**src/rtl/lsu_bridge.sv**
```systemverilog
// lsu_bridge: multi-cycle load/store unit bridging EX to a valid/ready data bus.
// Define MISALIGN_TRAP_EN to trap misaligned H/W accesses instead of truncating the address.
module lsu_bridge #(
    parameter int unsigned TIMEOUT = 64
) (
    input  logic        clk,
    input  logic        rst,
    input  logic        mem_read,
    input  logic        mem_write,
    input  logic [2:0]  funct3,
    input  logic [31:0] ALU_result,
    input  logic [31:0] rs2_forward,
    output logic [31:0] mem_data,
    output logic        stall,
    output logic        misalign,
    output logic        bus_err,
    output logic        bus_valid,
    input  logic        bus_ready,
    output logic        bus_we,
    output logic [31:0] bus_addr,
    output logic [31:0] bus_wdata,
    output logic [3:0]  bus_wstrb,
    input  logic [31:0] bus_rdata,
    input  logic        bus_rvalid
);

    localparam int unsigned CW = (TIMEOUT > 32'd1) ? $clog2(TIMEOUT) : 1;

    typedef enum logic [1:0] {
        ST_IDLE = 2'd0,
        ST_REQ  = 2'd1,
        ST_WAIT = 2'd2,
        ST_DONE = 2'd3
    } state_e;

    // funct3[1:0] encodes the access size: 00 byte, 01 half, anything else word.
    function automatic logic [3:0] store_strb(input logic [1:0] size, input logic [1:0] off);
        logic [3:0] strb;
        case (size)
            2'b00:   strb = 4'b0001 << off;
            2'b01:   strb = off[1] ? 4'b1100 : 4'b0011;
            default: strb = 4'b1111;
        endcase
        return strb;
    endfunction

    function automatic logic [31:0] store_data(input logic [1:0] size, input logic [31:0] rs2);
        logic [31:0] data;
        case (size)
            2'b00:   data = {4{rs2[7:0]}};
            2'b01:   data = {2{rs2[15:0]}};
            default: data = rs2;
        endcase
        return data;
    endfunction

    function automatic logic [31:0] load_format(input logic [2:0] f3, input logic [1:0] off,
                                                input logic [31:0] rdata);
        logic [7:0]  lane_b;
        logic [15:0] lane_h;
        logic [31:0] result;
        case (off)
            2'b00:   lane_b = rdata[7:0];
            2'b01:   lane_b = rdata[15:8];
            2'b10:   lane_b = rdata[23:16];
            2'b11:   lane_b = rdata[31:24];
            default: lane_b = 8'h00;
        endcase
        lane_h = off[1] ? rdata[31:16] : rdata[15:0];
        case (f3)
            3'b000:  result = {{24{lane_b[7]}}, lane_b};
            3'b001:  result = {{16{lane_h[15]}}, lane_h};
            3'b100:  result = {24'h000000, lane_b};
            3'b101:  result = {16'h0000, lane_h};
            default: result = rdata;
        endcase
        return result;
    endfunction

    state_e      state_q, state_d;
    logic [CW-1:0] cnt_q, cnt_d;
    logic [1:0]  off_q, off_d;
    logic [2:0]  funct3_q, funct3_d;
    logic        bus_valid_q, bus_valid_d;
    logic        bus_we_q, bus_we_d;
    logic [31:0] bus_addr_q, bus_addr_d;
    logic [31:0] bus_wdata_q, bus_wdata_d;
    logic [3:0]  bus_wstrb_q, bus_wstrb_d;
    logic [31:0] mem_data_q, mem_data_d;
    logic        misalign_q, misalign_d;
    logic        bus_err_q, bus_err_d;
    logic        req_s;
    logic        timeout_s;

    assign req_s     = mem_read | mem_write;
    assign timeout_s = (TIMEOUT != 32'd0) && (cnt_q == CW'(TIMEOUT - 32'd1));

`ifdef MISALIGN_TRAP_EN
    logic misaligned_s;

    // Halfwords need an even address, words need a fully aligned one.
    always_comb begin
        if (funct3[1:0] == 2'b01) begin
            misaligned_s = ALU_result[0];
        end else if (funct3[1] == 1'b1) begin
            misaligned_s = (ALU_result[1:0] != 2'b00);
        end else begin
            misaligned_s = 1'b0;
        end
    end
`endif

    // Next-state and next-output logic; stall is the only combinational output.
    always_comb begin
        state_d     = state_q;
        cnt_d       = cnt_q;
        off_d       = off_q;
        funct3_d    = funct3_q;
        bus_valid_d = bus_valid_q;
        bus_we_d    = bus_we_q;
        bus_addr_d  = bus_addr_q;
        bus_wdata_d = bus_wdata_q;
        bus_wstrb_d = bus_wstrb_q;
        mem_data_d  = mem_data_q;
        misalign_d  = 1'b0;
        bus_err_d   = 1'b0;
        stall       = 1'b0;
        case (state_q)
            ST_IDLE: begin
                if (req_s) begin
                    stall       = 1'b1;
                    off_d       = ALU_result[1:0];
                    funct3_d    = funct3;
                    bus_addr_d  = {ALU_result[31:2], 2'b00};
                    // A read beats a simultaneous write; the write is dropped.
                    bus_we_d    = ~mem_read;
                    bus_wdata_d = mem_read ? 32'h0000_0000 : store_data(funct3[1:0], rs2_forward);
                    bus_wstrb_d = mem_read ? 4'b0000 : store_strb(funct3[1:0], ALU_result[1:0]);
                    cnt_d       = {CW{1'b0}};
`ifdef MISALIGN_TRAP_EN
                    if (misaligned_s) begin
                        state_d     = ST_DONE;
                        misalign_d  = 1'b1;
                        bus_valid_d = 1'b0;
                        if (mem_read) begin
                            mem_data_d = 32'h0000_0000;
                        end else begin
                            mem_data_d = mem_data_q;
                        end
                    end else begin
                        state_d     = ST_REQ;
                        bus_valid_d = 1'b1;
                    end
`else
                    state_d     = ST_REQ;
                    bus_valid_d = 1'b1;
`endif
                end else begin
                    state_d = ST_IDLE;
                end
            end
            ST_REQ: begin
                stall = 1'b1;
                if (bus_ready) begin
                    bus_valid_d = 1'b0;
                    cnt_d       = {CW{1'b0}};
                    if (bus_we_q) begin
                        state_d = ST_DONE;
                    end else begin
                        state_d = ST_WAIT;
                    end
                end else if (timeout_s) begin
                    bus_valid_d = 1'b0;
                    mem_data_d  = 32'h0000_0000;
                    bus_err_d   = 1'b1;
                    state_d     = ST_DONE;
                end else begin
                    cnt_d = cnt_q + CW'(1);
                end
            end
            ST_WAIT: begin
                stall = 1'b1;
                if (bus_rvalid) begin
                    mem_data_d = load_format(funct3_q, off_q, bus_rdata);
                    state_d    = ST_DONE;
                end else if (timeout_s) begin
                    mem_data_d = 32'h0000_0000;
                    bus_err_d  = 1'b1;
                    state_d    = ST_DONE;
                end else begin
                    cnt_d = cnt_q + CW'(1);
                end
            end
            ST_DONE: begin
                // The instruction still on the inputs has already been served.
                state_d = ST_IDLE;
            end
            default: begin
                state_d     = ST_IDLE;
                bus_valid_d = 1'b0;
            end
        endcase
    end

    // State and output registers; reset abandons any access in flight.
    always_ff @(posedge clk) begin
        if (rst) begin
            state_q     <= ST_IDLE;
            cnt_q       <= {CW{1'b0}};
            off_q       <= 2'b00;
            funct3_q    <= 3'b000;
            bus_valid_q <= 1'b0;
            bus_we_q    <= 1'b0;
            bus_addr_q  <= 32'h0000_0000;
            bus_wdata_q <= 32'h0000_0000;
            bus_wstrb_q <= 4'b0000;
            mem_data_q  <= 32'h0000_0000;
            misalign_q  <= 1'b0;
            bus_err_q   <= 1'b0;
        end else begin
            state_q     <= state_d;
            cnt_q       <= cnt_d;
            off_q       <= off_d;
            funct3_q    <= funct3_d;
            bus_valid_q <= bus_valid_d;
            bus_we_q    <= bus_we_d;
            bus_addr_q  <= bus_addr_d;
            bus_wdata_q <= bus_wdata_d;
            bus_wstrb_q <= bus_wstrb_d;
            mem_data_q  <= mem_data_d;
            misalign_q  <= misalign_d;
            bus_err_q   <= bus_err_d;
        end
    end

    assign mem_data  = mem_data_q;
    assign misalign  = misalign_q;
    assign bus_err   = bus_err_q;
    assign bus_valid = bus_valid_q;
    assign bus_we    = bus_we_q;
    assign bus_addr  = bus_addr_q;
    assign bus_wdata = bus_wdata_q;
    assign bus_wstrb = bus_wstrb_q;

endmodule

```
**config.mk**
```make
export PLATFORM = sky130hd
export DESIGN_NAME = lsu_bridge
export DESIGN_NICKNAME = d
export VERILOG_FILES = /design/src/rtl/lsu_bridge.sv
export SDC_FILE = /design/constraint.sdc
export NUM_CORES = 1
export LEC_CHECK = 0
export BUFFER_PORTS_ARGS = -buffer_cell sky130_fd_sc_hd__buf_4
export CAP_MARGIN = 20
export CORE_MARGIN = 5
export CORE_UTILIZATION = 35
export CTS_CLUSTER_SIZE = 28
export DETAILED_ROUTE_END_ITERATION = 8
export GPL_TIMING_DRIVEN = 0
export MAX_ROUTING_LAYER = met4
export SYNTH_ARGS = -nofsm -noshare
export SYNTH_HDL_FRONTEND = slang
export SYNTH_SLANG_ARGS = --single-unit
```
**constraint.sdc**
```tcl
create_clock -name clk -period 2.25 [get_ports clk]
set_clock_uncertainty 0.1 [all_clocks]
set_input_delay 0.1125 -clock clk [delete_from_list [all_inputs] [get_ports clk]]
set_output_delay 0.1125 -clock clk [all_outputs]
set_load 0.01 [all_outputs]
```
; Yosys cells after proc, flatten, opt, wreduce, memory -nomap -nowiden
; Cells that the tools add are included.
[word_totals]
ff_bits = 114
latch_bits = 0
ramBits = 0
rom_bits = 0
input_bits = 105
output_inout_bits = 105
wordCells = 75
mem_count = 0
[classes]
addsub = 1
mul = 0
n_div = 0
n_lt_le_gt_ge = 0
eq_ne = 15
n_shift = 1
n_mux = 33
n_bitwise = 2
reduce_logical = 12
[op_table]
columns = operator, count
row1 = $mux 32, 4
row2 = $pmux 32 s2, 2
row3 = $pmux 32 s4, 1
row4 = $pmux 8 s4, 1
row5 = $mux 6, 4
row6 = $pmux 6 s3, 1
row7 = $mux 16, 1
row8 = $mux 1, 9
row9 = $eq 2x2->1 const B, 4
row10 = $mux 4, 2
row11 = $pmux 2 s4, 1
row12 = $pmux 4 s2, 1
row13 = $add 6x1->6 const B, 1
row14 = $eq 2x1->1 const B, 3
row15 = $eq 3x3->1 const B, 2
row16 = $eq 6x6->1 const B, 1
row17 = $logic_not 2->1, 3
row18 = $mux 2, 3
row19 = $ne 2x2->1 const B, 3
row20 = $pmux 1 s2, 3
row21 = $reduce_and 3->1, 2
row22 = $reduce_and 2->1, 2
row23 = $reduce_bool 2->1, 2
row24 = $shl 1x2->4 const A, 1
row25 = 7 further kinds, 7

; Longest topological paths before layout
[logic_depth]
word_depth = 5
mapped_depth = 9
mapped_depth_nobuf = 7

; Least setup slack after synthesis
; OpenSTA, ideal clock, no wires.
[synth_path]
path_type = register -> register
startpoint = register cnt_q[0]
endpoint = register mem_data_q[31] (netlist: mem_data[31])
setup_ps = 58
arrival_time_ps = 1711
required_time_ps = 2092
slack_ps = 381
path_stages_with_launch = 9
n_path_buf = 2
period_less_slack_ps = 1869
path_cell_list = dfxtp_1 ha_1 and3_1 and3_1 buf_2 a31o_2 buf_2 a31oi_1 o21a_1
[synth_via]
elab_chain_len = 4
elab_cells_between_ends = 5
classes_between = 1 x eq/ne / 4 x mux
[synth_rtl]
columns = item, line
row1 = start: declaration, 81  ; logic [CW-1:0] cnt_q, cnt_d;
row2 = start signal: assignment, 209  ; cnt_q <= {CW{1'b0}};
row3 = start signal: assignment, 222  ; cnt_q <= cnt_d;
row4 = $eq 6x6->1 (*), 96  ; assign timeout_s = (TIMEOUT != 32'd0) && (cnt_q == CW'(TIMEOUT - 32'd1));
row5 = $mux 32 (*), -
row6 = $mux 32 (on tied branches), -
row7 = $pmux 32 s2 (*), -
row8 = end signal: assignment, 230  ; mem_data_q <= mem_data_d;
row9 = end: declaration, 89  ; logic [31:0] mem_data_q, mem_data_d;
; Mark *: on every way between the ends. The rest lies on a longest branch, timed or not. The select of a mux whose other input is x is not followed.
; A chain may end at the register's enable or synchronous reset.

; Final worst setup path
[layout_path]
startpoint = register cnt_q[0]
endpoint = register mem_data_q[29] (netlist: mem_data[29])
; Same word-level chain as after synthesis.

==> summary.md <==
| Metric | Value |
|---|---|
| Unrepaired setup endpoints after global routing | `no` |
| Hold Path Class | `input pin to flop` |
| Finished Core Util | `57.6%` |
| Share of layout cells above drive strength 1 | `between 20% and 30%` |
| Lkg Pwr | `around 3.7 nW` |
| Crit. End Element | `flop` |
| Iter 0 DRT Violations | `421` |
| Startpoint Class | `flop` |
| Routed Wire Length | `19.3 mm` |
| Setup ws final | `137 ps` |
| Area delta synth->final | `61.9%` |
| Hold Slack | `28.7 ps` |
| Post-Place Worst Slack | `-36.2 ps` |
| Outcome | `finished, final reports clean` |
| Clock Pin Slew Worst Setup and Hold Paths | `~50 ps` |
| Worst Tran Pin Value | `689 ps` |
| Worst R2R Setup Slack | `~140 ps` |
| Final Net Count | `1055` |
| Antenna violations before repair | `0` |
| WL per Instance | `16.9 um` |
| CTS tree | `yes` |
| Num rows | `44` |
| Post-DRT Antenna Nets | `0` |
| Crit path max-delay cell type | `dfxtp_1` |
| Worst Path Max Fanout | `10` |
| Reg area | `2280 sq um` |
| Sequential-to-total area share from yosys stat | `44.3%` |
| Top FF cell, synth | `dfxtp_1` |
| Die Y | `131 um` |
| Worst EP arrival | `2370 ps` |
| TritonRoute pass-1 iters | `5` |
| Post-synth EDFFs | `0` |
| TritonCTS buffer count | `17` |
| Chip Width | `131 um` |
| Asr flop ratio synth | `0%` |
| Fmax | `0.473 GHz` |
| Max stage delay on crit path | `340 ps` |
| Multi-input combinational cell area | `2640 sq um` |
| First-pass GRT wire length | `30.8 mm` |
| # DRC | `0` |
| Core area | `between 10000 and 15000 sq um` |
| Clock root cell | `clkbuf_16` |
| Crit Path Class | `flop to flop` |
| Worst VDD drop | `between 600 and 700 uV` |
| Post-synthesis register bit count | `approximately 110` |
| Clock sinks | `114` |
| Max Cap Violations | `0` |
| RePlAce Congestion | `0.901` |
| Pins Over Slew Limit | `0` |
| Number of global-route vias before repair | `around 6100` |
| Slew margin rel. | `between 50% and 60%` |
| Largest net degree at the start of global routing | `17` |
| Final period utilization | `93.9%` |
| CTS H-tree lvls | `4` |
| Gr ovfl total | `0` |
| Io pins | `210` |
| Syn Std Cell Area | `5150 sq um` |
| Clock latency at the later pin of the worst-skew pair | `approximately 420 ps` |
| Mapped Cells | `645` |
| Fill cells | `1335` |
| Power per cell area | `739 nW/um^2` |
| Synth Warn # | `0` |
| Area of the die | `17200 sq um` |
| Drt via density | `5.22` |
| Final setup viols | `0` |
| Avg Cell Area, Syn | `about 8 sq um` |
| Synth cell types | `48` |
| Crit path required time | `roughly 2500 ps` |
| CTS max path bufs | `2` |
| Initial Utilization | `35.6%` |
| Setup TNS | `0 ps` |
| HPWL after DPL | `approximately 14 mm` |
| DR vias | `5962` |
| PortBufs | `roughly 210` |
| Pwr Total | `about 6.2 mW` |
| Critical Path, Cell by Cell | `ha_1, and3_1, and3_1, buf_2, a31o_2, buf_2, a31oi_1, o21a_1` |
| Final Hold Fails | `0` |
| Minimum clock period | `2110 ps` |
| Gr usage total | `22.3%` |
[worst max-delay path: cells and delay by family (launching register included)]
kind	cells	cell delay, ps
adders and majority gates	1	230
buffers and inverters	2	360
and+or+nand+nor	2	420
AOI/OAI and AO/OA	3	590
DFF	1	340
[final timing paths]
kind,startpoint,cells after the start,end
max,cnt_q[0],8,mem_data[29]
min,bus_rdata[14],3,mem_data[14]
max reg2reg,cnt_q[0],8,mem_data[29]
min reg2reg,mem_data[1],2,mem_data[1]
[placed cells by master, fill, tap and decap left out, drive strengths merged, types with 11 or more instances in the layout]
| master | synthesis | routed |
|---|---|---|
| nor2 | 40 | 40 |
| buf | 16 | 225 |
| mux2i | 24 | 24 |
| nor3 | 18 | 18 |
| dlygate4sd3 | 0 | 71 |
| o21ai | 35 | 35 |
| nand2 | 107 | 107 |
| clkbuf | 35 | 53 |
| dfxtp | 114 | 114 |
| inv | 11 | 12 |
| o21a | 18 | 18 |
| a211oi | 11 | 11 |
| a31oi | 20 | 20 |
| a21oi | 123 | 123 |
[synthesized netlist by cell type, types with 2 or more instances]
cell | n | area [sq um]
ha_1 | 5 | 62.6
o21ai_0 | 27 | 135
a22oi_1 | 9 | 67.6
a21oi_1 | 122 | 611
a221o_1 | 2 | 20.0
nor3_1 | 18 | 90.1
a211oi_1 | 10 | 75.1
o21a_1 | 18 | 135
o22ai_1 | 8 | 50.1
o21bai_1 | 3 | 22.5
nor2_1 | 40 | 150
o21ai_1 | 7 | 35.0
or3_1 | 2 | 12.5
and2_1 | 5 | 31.3
a221oi_1 | 2 | 17.5
and3_1 | 6 | 37.5
nor2b_1 | 6 | 37.5
a22o_1 | 2 | 17.5
o221a_1 | 2 | 22.5
mux2i_1 | 24 | 240
buf_6 | 2 | 22.5
nand3_1 | 4 | 20.0
inv_1 | 11 | 41.3
nand2b_1 | 3 | 18.8
nand2_1 | 107 | 402
clkbuf_1 | 35 | 131
dfxtp_1 | 114 | 2280
buf_2 | 9 | 45.0
a31oi_1 | 20 | 125
buf_4 | 3 | 22.5
buf_1 | 2 | 7.51
[cell type report]
type,count,area share (%)
multi-input cells,471,31.7
flip-flops and latches,114,27.4
repair buffers,279,27.3
clock buffers,19,5.19
plain buffers,51,3.02
well taps,184,2.76
clock inverters,13,2.22
inverters,11,0.495
diodes,1,0.0300
[kinds of logic (layout without fill, tap and decap cells)]
kind of cell / Yosys count / count (layout) / synth area share (%)
AOI/OAI and AO/OA: 243 / 243 / 27.9
adders and majority gates: 5 / 5 / 1.21
buffers and inverters: 62 / 373 / 5.25
DFF: 114 / 114 / 44.3
muxes: 25 / 25 / 5.10
other: 1 / 4 / 0.0728
and+or+nand+nor: 195 / 195 / 16.2
[report_power, final]
group	internal (mW)	switching (mW)
Combinational	0.543	0.624
Clock	1.85	0.954
Sequential	2.13	0.0663
[per-layer routing]
layer	GRT usage, %	part of all wire (%)
met5	-	0
met4	10.8	3.8
met3	7.57	6.7
met2	34.5	48
met1	26.0	42
[stage by stage]
stage	instance area (sq um)	std cells
after detailed placement	6940	1037
after global placement	6940	1037
final	8340	1143
after floorplan	5160	647
after CTS	8290	1140
after global routing	8340	1142
[state kept, by name, summed over array words and instances (netlist names)]
register	count
state_q	2
off_q	2
funct3_q	3
mem_data	32
bus_we	1
bus_err	1
bus_wstrb	4
bus_addr	30
bus_wdata	32
bus_valid	1
cnt_q	6
[timing repair]
| action | CTS | global route |
|---|---|---|
| endpoints found under the setup margin | 2 | 44 |
| hold endpoints to repair | 70 | 0 |
| resized for setup | 6 | 16 |
| gates cloned | 0 | 0 |
| hold buffers | 71 | 0 |
| buffers inserted | 0 | 2 |
| pin swaps | 0 | 1 |
Power figures use the tool's default switching activity.
